--- config.mk ---
export PLATFORM = sky130hd
export DESIGN_NAME = nzcv_status_unit_flat
export DESIGN_NICKNAME = d
export VERILOG_FILES = /design/src/rtl/nzcv_status_unit_if.sv /design/src/rtl/nzcv_status_unit.sv /design/src/flat_wrapper.sv
export SDC_FILE = /design/constraint.sdc
export NUM_CORES = 1
export LEC_CHECK = 0
export BUFFER_PORTS_ARGS = -buffer_cell sky130_fd_sc_hd__buf_2
export CAP_MARGIN = 20
export CORE_MARGIN = 2
export CORE_UTILIZATION = 60
export DETAILED_ROUTE_END_ITERATION = 8
export GPL_ROUTABILITY_DRIVEN = 0
export GPL_TIMING_DRIVEN = 1
export PLACE_DENSITY = 0.88
export SLEW_MARGIN = 20
export SYNTH_ARGS = -nofsm -noshare
export SYNTH_HDL_FRONTEND = slang
export SYNTH_SLANG_ARGS = --single-unit
export TNS_END_PERCENT = 10
--- constraint.sdc ---
create_clock -name clk -period 3.6 [get_ports clk]
set_clock_uncertainty 0.1 [all_clocks]
set_input_delay 0.18 -clock clk [delete_from_list [all_inputs] [get_ports clk]]
set_output_delay 0.18 -clock clk [all_outputs]
set_load 0.01 [all_outputs]
--- src/rtl/nzcv_status_unit_if.sv ---
// nzcv_status_unit_if: upstream-to-status-unit bundle; the master drives the
// flag sources and exception strobes, the slave returns the flag state.
interface nzcv_status_unit_if #(parameter int PTR_W = 3);
    logic [3:0]       alu_flags;
    logic             s_bit;
    logic             cond_pass;
    logic             msr_we;
    logic [3:0]       msr_data;
    logic             stall;
    logic             exc_entry;
    logic             exc_return;
    logic [3:0]       flags;
    logic [3:0]       flags_fwd;
    logic [PTR_W-1:0] depth;
    logic             busy;
    logic             stack_err;

    modport master (
        output alu_flags, s_bit, cond_pass, msr_we, msr_data, stall, exc_entry, exc_return,
        input  flags, flags_fwd, depth, busy, stack_err
    );
    modport slave (
        input  alu_flags, s_bit, cond_pass, msr_we, msr_data, stall, exc_entry, exc_return,
        output flags, flags_fwd, depth, busy, stack_err
    );
endinterface

--- src/rtl/nzcv_status_unit.sv ---
// nzcv_status_unit: architectural NZCV flags with a LIFO saved-flags stack for exceptions.
// Optional macro FLAG_FWD_EN makes flags_fwd show next-edge flags combinationally.
module nzcv_status_unit #(
    parameter int STACK_DEPTH = 4,
    parameter int PTR_W       = 3
) (
    input logic               clk,
    input logic               reset_n,
    nzcv_status_unit_if.slave bus
);
    localparam logic [1:0] IDLE          = 2'd0;
    localparam logic [1:0] ENTRY_FLUSH   = 2'd1;
    localparam logic [1:0] RETURN_SETTLE = 2'd2;
    localparam logic [PTR_W-1:0] FULL    = PTR_W'(STACK_DEPTH);

    logic [1:0]       state, state_nxt;
    logic [3:0]       flags, flags_nxt, top;
    logic [PTR_W-1:0] depth;
    logic             busy, stack_err;
    logic [3:0]       stack [2**PTR_W];
    logic             live, do_ret, do_ent, wr_ok, can_push, can_pop;

    // Return beats entry; both beat flag writes, which are flushed that cycle.
    always_comb begin
        live      = ~bus.stall & (state == IDLE);
        do_ret    = live & bus.exc_return;
        do_ent    = live & bus.exc_entry & ~bus.exc_return;
        wr_ok     = live & ~bus.exc_return & ~bus.exc_entry;
        can_push  = depth < FULL;
        can_pop   = depth != '0;
        top       = stack[depth - 1'b1];
        flags_nxt = (do_ret & can_pop)                  ? top :
                    (wr_ok & bus.msr_we)                ? bus.msr_data :
                    (wr_ok & bus.s_bit & bus.cond_pass) ? bus.alu_flags : flags;
        state_nxt = bus.stall ? state :
                    do_ret    ? RETURN_SETTLE :
                    do_ent    ? ENTRY_FLUSH : IDLE;
    end

    always_ff @(posedge clk or negedge reset_n) begin
        if (!reset_n) begin
            state     <= IDLE;
            busy      <= 1'b0;
            flags     <= 4'b0000;
            depth     <= '0;
            stack_err <= 1'b0;
        end else begin
            state     <= state_nxt;
            busy      <= state_nxt != IDLE;
            flags     <= flags_nxt;
            stack_err <= stack_err | (do_ent & ~can_push) | (do_ret & ~can_pop);
            if (do_ent && can_push)
                depth <= depth + 1'b1;
            else if (do_ret && can_pop)
                depth <= depth - 1'b1;
        end
    end

    // Stack contents need no reset; depth alone defines what is valid.
    always_ff @(posedge clk) begin
        if (do_ent && can_push)
            stack[depth] <= flags;
    end

    assign bus.flags     = flags;
    assign bus.depth     = depth;
    assign bus.busy      = busy;
    assign bus.stack_err = stack_err;
`ifdef FLAG_FWD_EN
    assign bus.flags_fwd = flags_nxt;
`else
    assign bus.flags_fwd = flags;
`endif
endmodule

--- src/flat_wrapper.sv ---
// flat-port wrapper written by rule: the top's interface ports become plain ports
module nzcv_status_unit_flat 
#(
    parameter int STACK_DEPTH = 4,
    parameter int PTR_W       = 3
)
  (clk, reset_n, bus_alu_flags, bus_s_bit, bus_cond_pass, bus_msr_we, bus_msr_data, bus_stall, bus_exc_entry, bus_exc_return, bus_flags, bus_flags_fwd, bus_depth, bus_busy, bus_stack_err);
  nzcv_status_unit_if #(.PTR_W(PTR_W)) bus_i ();
  input logic clk;
  input logic reset_n;
  input wire logic [$bits(bus_i.alu_flags)-1:0] bus_alu_flags;
  input wire logic [$bits(bus_i.s_bit)-1:0] bus_s_bit;
  input wire logic [$bits(bus_i.cond_pass)-1:0] bus_cond_pass;
  input wire logic [$bits(bus_i.msr_we)-1:0] bus_msr_we;
  input wire logic [$bits(bus_i.msr_data)-1:0] bus_msr_data;
  input wire logic [$bits(bus_i.stall)-1:0] bus_stall;
  input wire logic [$bits(bus_i.exc_entry)-1:0] bus_exc_entry;
  input wire logic [$bits(bus_i.exc_return)-1:0] bus_exc_return;
  output wire logic [$bits(bus_i.flags)-1:0] bus_flags;
  output wire logic [$bits(bus_i.flags_fwd)-1:0] bus_flags_fwd;
  output wire logic [$bits(bus_i.depth)-1:0] bus_depth;
  output wire logic [$bits(bus_i.busy)-1:0] bus_busy;
  output wire logic [$bits(bus_i.stack_err)-1:0] bus_stack_err;
  assign bus_i.alu_flags = bus_alu_flags;
  assign bus_i.s_bit = bus_s_bit;
  assign bus_i.cond_pass = bus_cond_pass;
  assign bus_i.msr_we = bus_msr_we;
  assign bus_i.msr_data = bus_msr_data;
  assign bus_i.stall = bus_stall;
  assign bus_i.exc_entry = bus_exc_entry;
  assign bus_i.exc_return = bus_exc_return;
  assign bus_flags = bus_i.flags;
  assign bus_flags_fwd = bus_i.flags_fwd;
  assign bus_depth = bus_i.depth;
  assign bus_busy = bus_i.busy;
  assign bus_stack_err = bus_i.stack_err;
  nzcv_status_unit #(.STACK_DEPTH(STACK_DEPTH), .PTR_W(PTR_W)) u_core (.clk(clk), .reset_n(reset_n), .bus(bus_i));
endmodule
Word level (Yosys, flattened, before mapping)
Memory sizes are Yosys's and may differ from the RTL's.
Index checks and enable logic that the tools add are counted.

storage, ports and cells
  word-level logic and storage cells = 45
  memories = 1
  register bits after elaboration = 11
  bits in writable memories = 32

cells by class
  multiplexer cells = 10
  bitwise gates (word level) = 19
  $add $sub $neg = 2
  reductions and logical operators = 7
  order comparisons = 1

memories
  name          depth  bits a word  rd ports  clocked after Yosys merged registers in  wr ports  line                    RTL
  u_core.stack  8      4            1         0                                        1         nzcv_status_unit.sv:20  logic [3:0] stack [2**PTR_W];

operators by type and width
  cell                 count
  $and 1x1->1          12
  $mux 4               3
  $mux 3               2
  $reduce_bool 3->1    2
  $not 1->1            5
  $mux 2               2
  $reduce_bool 2->1    2
  $add 3x1->3 const B  1
  $lt 3x3->1 const B   1
  $mux 1               3
  $sub 3x1->3 const B  1
  $logic_and 1x1->1    2
  $logic_not 2->1      1
  $or 1x1->1           2

Depth between registers and ports, before layout
  word-level depth = 9
  mapped depth = 6
  gate-level depth less buffers = 6

Least setup slack after synthesis
No wires, ideal clock.

  path kind = register to register
  start = register u_core.depth[0], in the netlist u_core.bus.depth[0]
  end = register u_core.flags[0], in the netlist u_core.bus.flags[0]
  slack = 1.453 ns
  stages on the path, launching flop included = 7
  path buffers = 0
  arrival = 1.913 ns
  cell sequence = dfrtp_1 > inv_8 > ha_1 > xor2_4 > mux4_1 > mux2i_1 > mux2i_1

on the way
  longest elaborated chain between the ends = 3
  elaborated cells on any way between the ends = 6

RTL lines
  what                                                     line                                            RTL
  start: declaration                                       nzcv_status_unit.sv:18                          logic [PTR_W-1:0] depth;
  start signal: assignment                                 nzcv_status_unit.sv:53                          depth <= depth + 1'b1;
  start signal: assignment                                 nzcv_status_unit.sv:55                          depth <= depth - 1'b1;
  $sub 3x1->3 / $reduce_bool 3->1 (equally long branches)  nzcv_status_unit.sv:31, nzcv_status_unit.sv:30
  $mem_v2 8x4 / $and 1x1->1 (equally long branches)        -
  $mux 4 / $reduce_bool 3->1 (equally long branches)       -
  end signal: assignment                                   nzcv_status_unit.sv:50                          flags <= flags_nxt;
  end: declaration                                         nzcv_status_unit.sv:17                          logic [3:0] flags, flags_nxt, top;

Several ways; a longest one is shown, not always the timed one.
A chain may end at the register's enable or synchronous reset.

Final worst setup path
  start = register u_core.depth[1], in the netlist u_core.bus.depth[1]
  end = register u_core.flags[3], in the netlist u_core.bus.flags[3]

The elaborated chain is that of the path after synthesis.

==> flow_summary.yaml <==
drt:
  via_per_inst: 5.422
  ant_nets: 0
  dr.pass1.iters: 4
  drt-initial-drc-count: 36
  vias: 1106
  wl_per_cell_um: 15.76
  drt-total-wl_um: 3216
  drc: 0
worst_hold_path:
  hold_class: "in2async"
timing:
  hold_viol: 0
  period_share_pct: 68.20
  setup_tns_ns: 0
  max_freq_mhz: 407.3
  drv_slew: 0
  worst_pin_slew_ns: 0.6501
  setup_violations: 0
  rsz0062_at_grt: "false"
  post-route-min-period_ns: 2.455
  relSlewSlack_pct: 56.33
grt:
  grt_antenna_before_repair: 0
  grt_overflow: 0
  grt_pass1_wl_um: 5071
  grt_pass1_vias: 1089
  grtUsageTotal_pct: 20.38
  grt_max_degree: 15
synthesis:
  netlist_instances: 113
  yosysTopAreaCell: "edfxtp_1"
  synth.avg_cell_area_um2: 17.13
  ys_ff_latch: 43
  syn_area_mm2: 0.001936
  ys_warn_count: 0
  netlist.area_leader.share_pct: 49.64
  synth_area_leaders: "edfxtp_1 50%, dfrtp_1 14%, mux4_1 11%"
  ys_types: 27
  seq_area_frac_synth_pct: 63.87
die:
  die_x_um: 60.80
  num_rows: 20
  die_y_um: 60.80
  die_area_mm2: 0.003696
  core_area_mm2: 0.003053
  start_util_pct: 63.40
  num_io_pins: 29
power_and_ir_drop:
  ir_drop_mv: 0.4423
  intPower_mw: 1.226
  switching_share_pct: 32.28
  pwr-share-clk_pct: 20.5
  p_switching_mw: 0.5844
  combinationalPowerShare_pct: 34.0
  seqPwrFrac_pct: 45.5
  p_leak_nw: 0.9393
  finalPower_mw: 1.811
  p_per_area_mw_per_mm2: 796.0
cells_and_area:
  n_antenna_cell: 0
  drive_gt1_share_pct: 27.50
  fin_nets: 178
  layout_commonest_cell: "edfxtp_1"
  final_cell_mix: "32 x edfxtp_1, 28 x buf_2, 16 x conb_1, 12 x mux2i_1, 11 x dfrtp_1"
  syn_to_final_growth_pct: 17.52
setup_path:
  worstSetupPathType: "reg2reg"
  critPathArrivalTime_ns: 2.59
  crit_slowest_cell: "mux4_1"
  crit_fanout: 8
  crit_family: "multiplexers"
  end_kind: "register"
  cp_data_required_time_ns: 3.73
  crit_chain: "inv_1 > ha_1 > xor2_4 > mux4_1 > mux2i_1 > mux2i_1"
  start_kind: "register"
  crit_path_frequent_cell: "mux2i_1"
  cpPeakStageDelay_ns: 0.63
  critPathBufInv: 1
run:
  cap_violations: 0
placed_design:
  portBuffers: 28
  dpl.hpwl_um: 2201
clock_network:
  cts_tree: "done"
  clock_sinks: 43
  clk-insertion-delay-late_ns: 0.35
  cts_max_path_buffers: 2
  root_buffer: "clkbuf_4"
  clkSlewWorstSetupHoldPaths_ns: 0.13
  htreeDepth: 2
  cts_setup_buffers: 0
  numCtsBuffers: 5
status:
  status: "completed"
==> worst register-to-register path, stage by stage, from the launching register on <==
cell and delay [ns]:
dfrtp_1 0.48, inv_1 0.16, ha_1 0.29, xor2_4 0.38
mux4_1 0.64, mux2i_1 0.18, mux2i_1 0.11
==> power by group through the flow <==
stage                     combinational (mW)  sequential [mW]  clock [mW]
after global routing                   0.676            0.847       0.404
after CTS                              0.623            0.826       0.379
after detailed placement               0.612            0.837           0
after floorplan                        0.456            0.821           0
after global placement                 0.597            0.828           0
final                                  0.615            0.824       0.371
==> synthesized netlist by cell type <==
cell type,number
edfxtp_1,32
mux2i_1,12
dfrtp_1,11
mux4_1,8
nor3_1,6
nand2_1,5
buf_4,4
mux2_2,4
ha_1,3
inv_1,3
nand2b_1,3
nand3_1,3
a21o_1,2
clkbuf_1,2
o211ai_1,2
or3_1,2
a21oi_1,1
conb_1,1
inv_8,1
nor4_1,1
nor4_4,1
o21ai_1,1
o22ai_1,1
or2_1,1
or3_4,1
xnor2_1,1
xor2_4,1
==> registers in the layout (all words and copies together), names as in the netlist <==
name and cells:
u_core.bus.stack_err 1, u_core.stack 32, u_core.bus.flags 4, u_core.bus.busy 1, u_core.state 2, u_core.bus.depth 3
==> timing repair <==
action,in CTS,in global routing
endpoints found under the setup margin,0,0
hold buffers,2,0
hold endpoints to repair,12,0
gates resized for setup,0,0
==> path summary, 6_finish.rpt <==
| path | slack (ns) | end | depth (start not counted) | start |
|---|---|---|---|---|
| worst max-delay path | 1.14 | u_core.bus.flags[3] | 6 | u_core.bus.depth[1] |
| worst min-delay path | 0.10 | u_core.bus.depth[2] | 2 | reset_n |
| worst max register to register | 1.14 | u_core.bus.flags[3] | 6 | u_core.bus.depth[1] |
| worst min register to register | 0.37 | u_core.bus.stack_err | 1 | u_core.bus.stack_err |
| max in group asynchronous | 3.10 | u_core.state[0] | 2 | reset_n |
| min in group clk | 0.10 | u_core.bus.depth[2] | 4 | bus_exc_return |
==> kinds of logic (layout without fill, tap and decap cells) <==
group	Yosys count	in the layout	synth area share, %
XOR/XNOR	2	2	1.875
flip-flops	43	43	63.87
AND/OR/NAND/NOR	23	23	7.240
buffers and inverters	10	42	3.103
adder cells (fa/ha/maj)	3	3	1.939
other	1	16	0.1937
multiplexers	24	24	19.39
AO/OA/AOI/OAI	7	7	2.391
==> area by class of cell <==
type                       instances  area (um2)
inverter                           4       22.52
fill                             213       778.2
clock inverter                     3       67.56
clock buffer                       5       37.54
sequential                        43        1236
tap                               44       55.05
multi-input combinational         75       695.7
timing repair buffer              30       160.2
==> routing by layer <==
layer	vias up	GRT usage, %	part of all wire (%)
met3	10	7.676	7.1
li1	516	-	-
met1	531	23.94	41
met5	-	0	0
met4	0	12.11	2.1
met2	49	32.10	50
==> through the flow <==
| step | hold WS (ns) | utilization, % | area [um2] | setup slack, ns | std cells |
|---|---|---|---|---|---|
| after floorplan | -0.2156 | - | 1992 | 1.453 | 128 |
| after global placement | -0.04473 | 70.41 | 2150 | 1.279 | 194 |
| after detailed placement | -0.03445 | 70.41 | 2150 | 1.169 | 194 |
| after CTS | 0.07310 | 74.51 | 2275 | 1.124 | 204 |
| after global routing | 0.09710 | 74.51 | 2275 | 0.9642 | 204 |
| final | 0.1009 | 74.51 | 2275 | 1.145 | 204 |
Power figures use the tool's default switching activity.
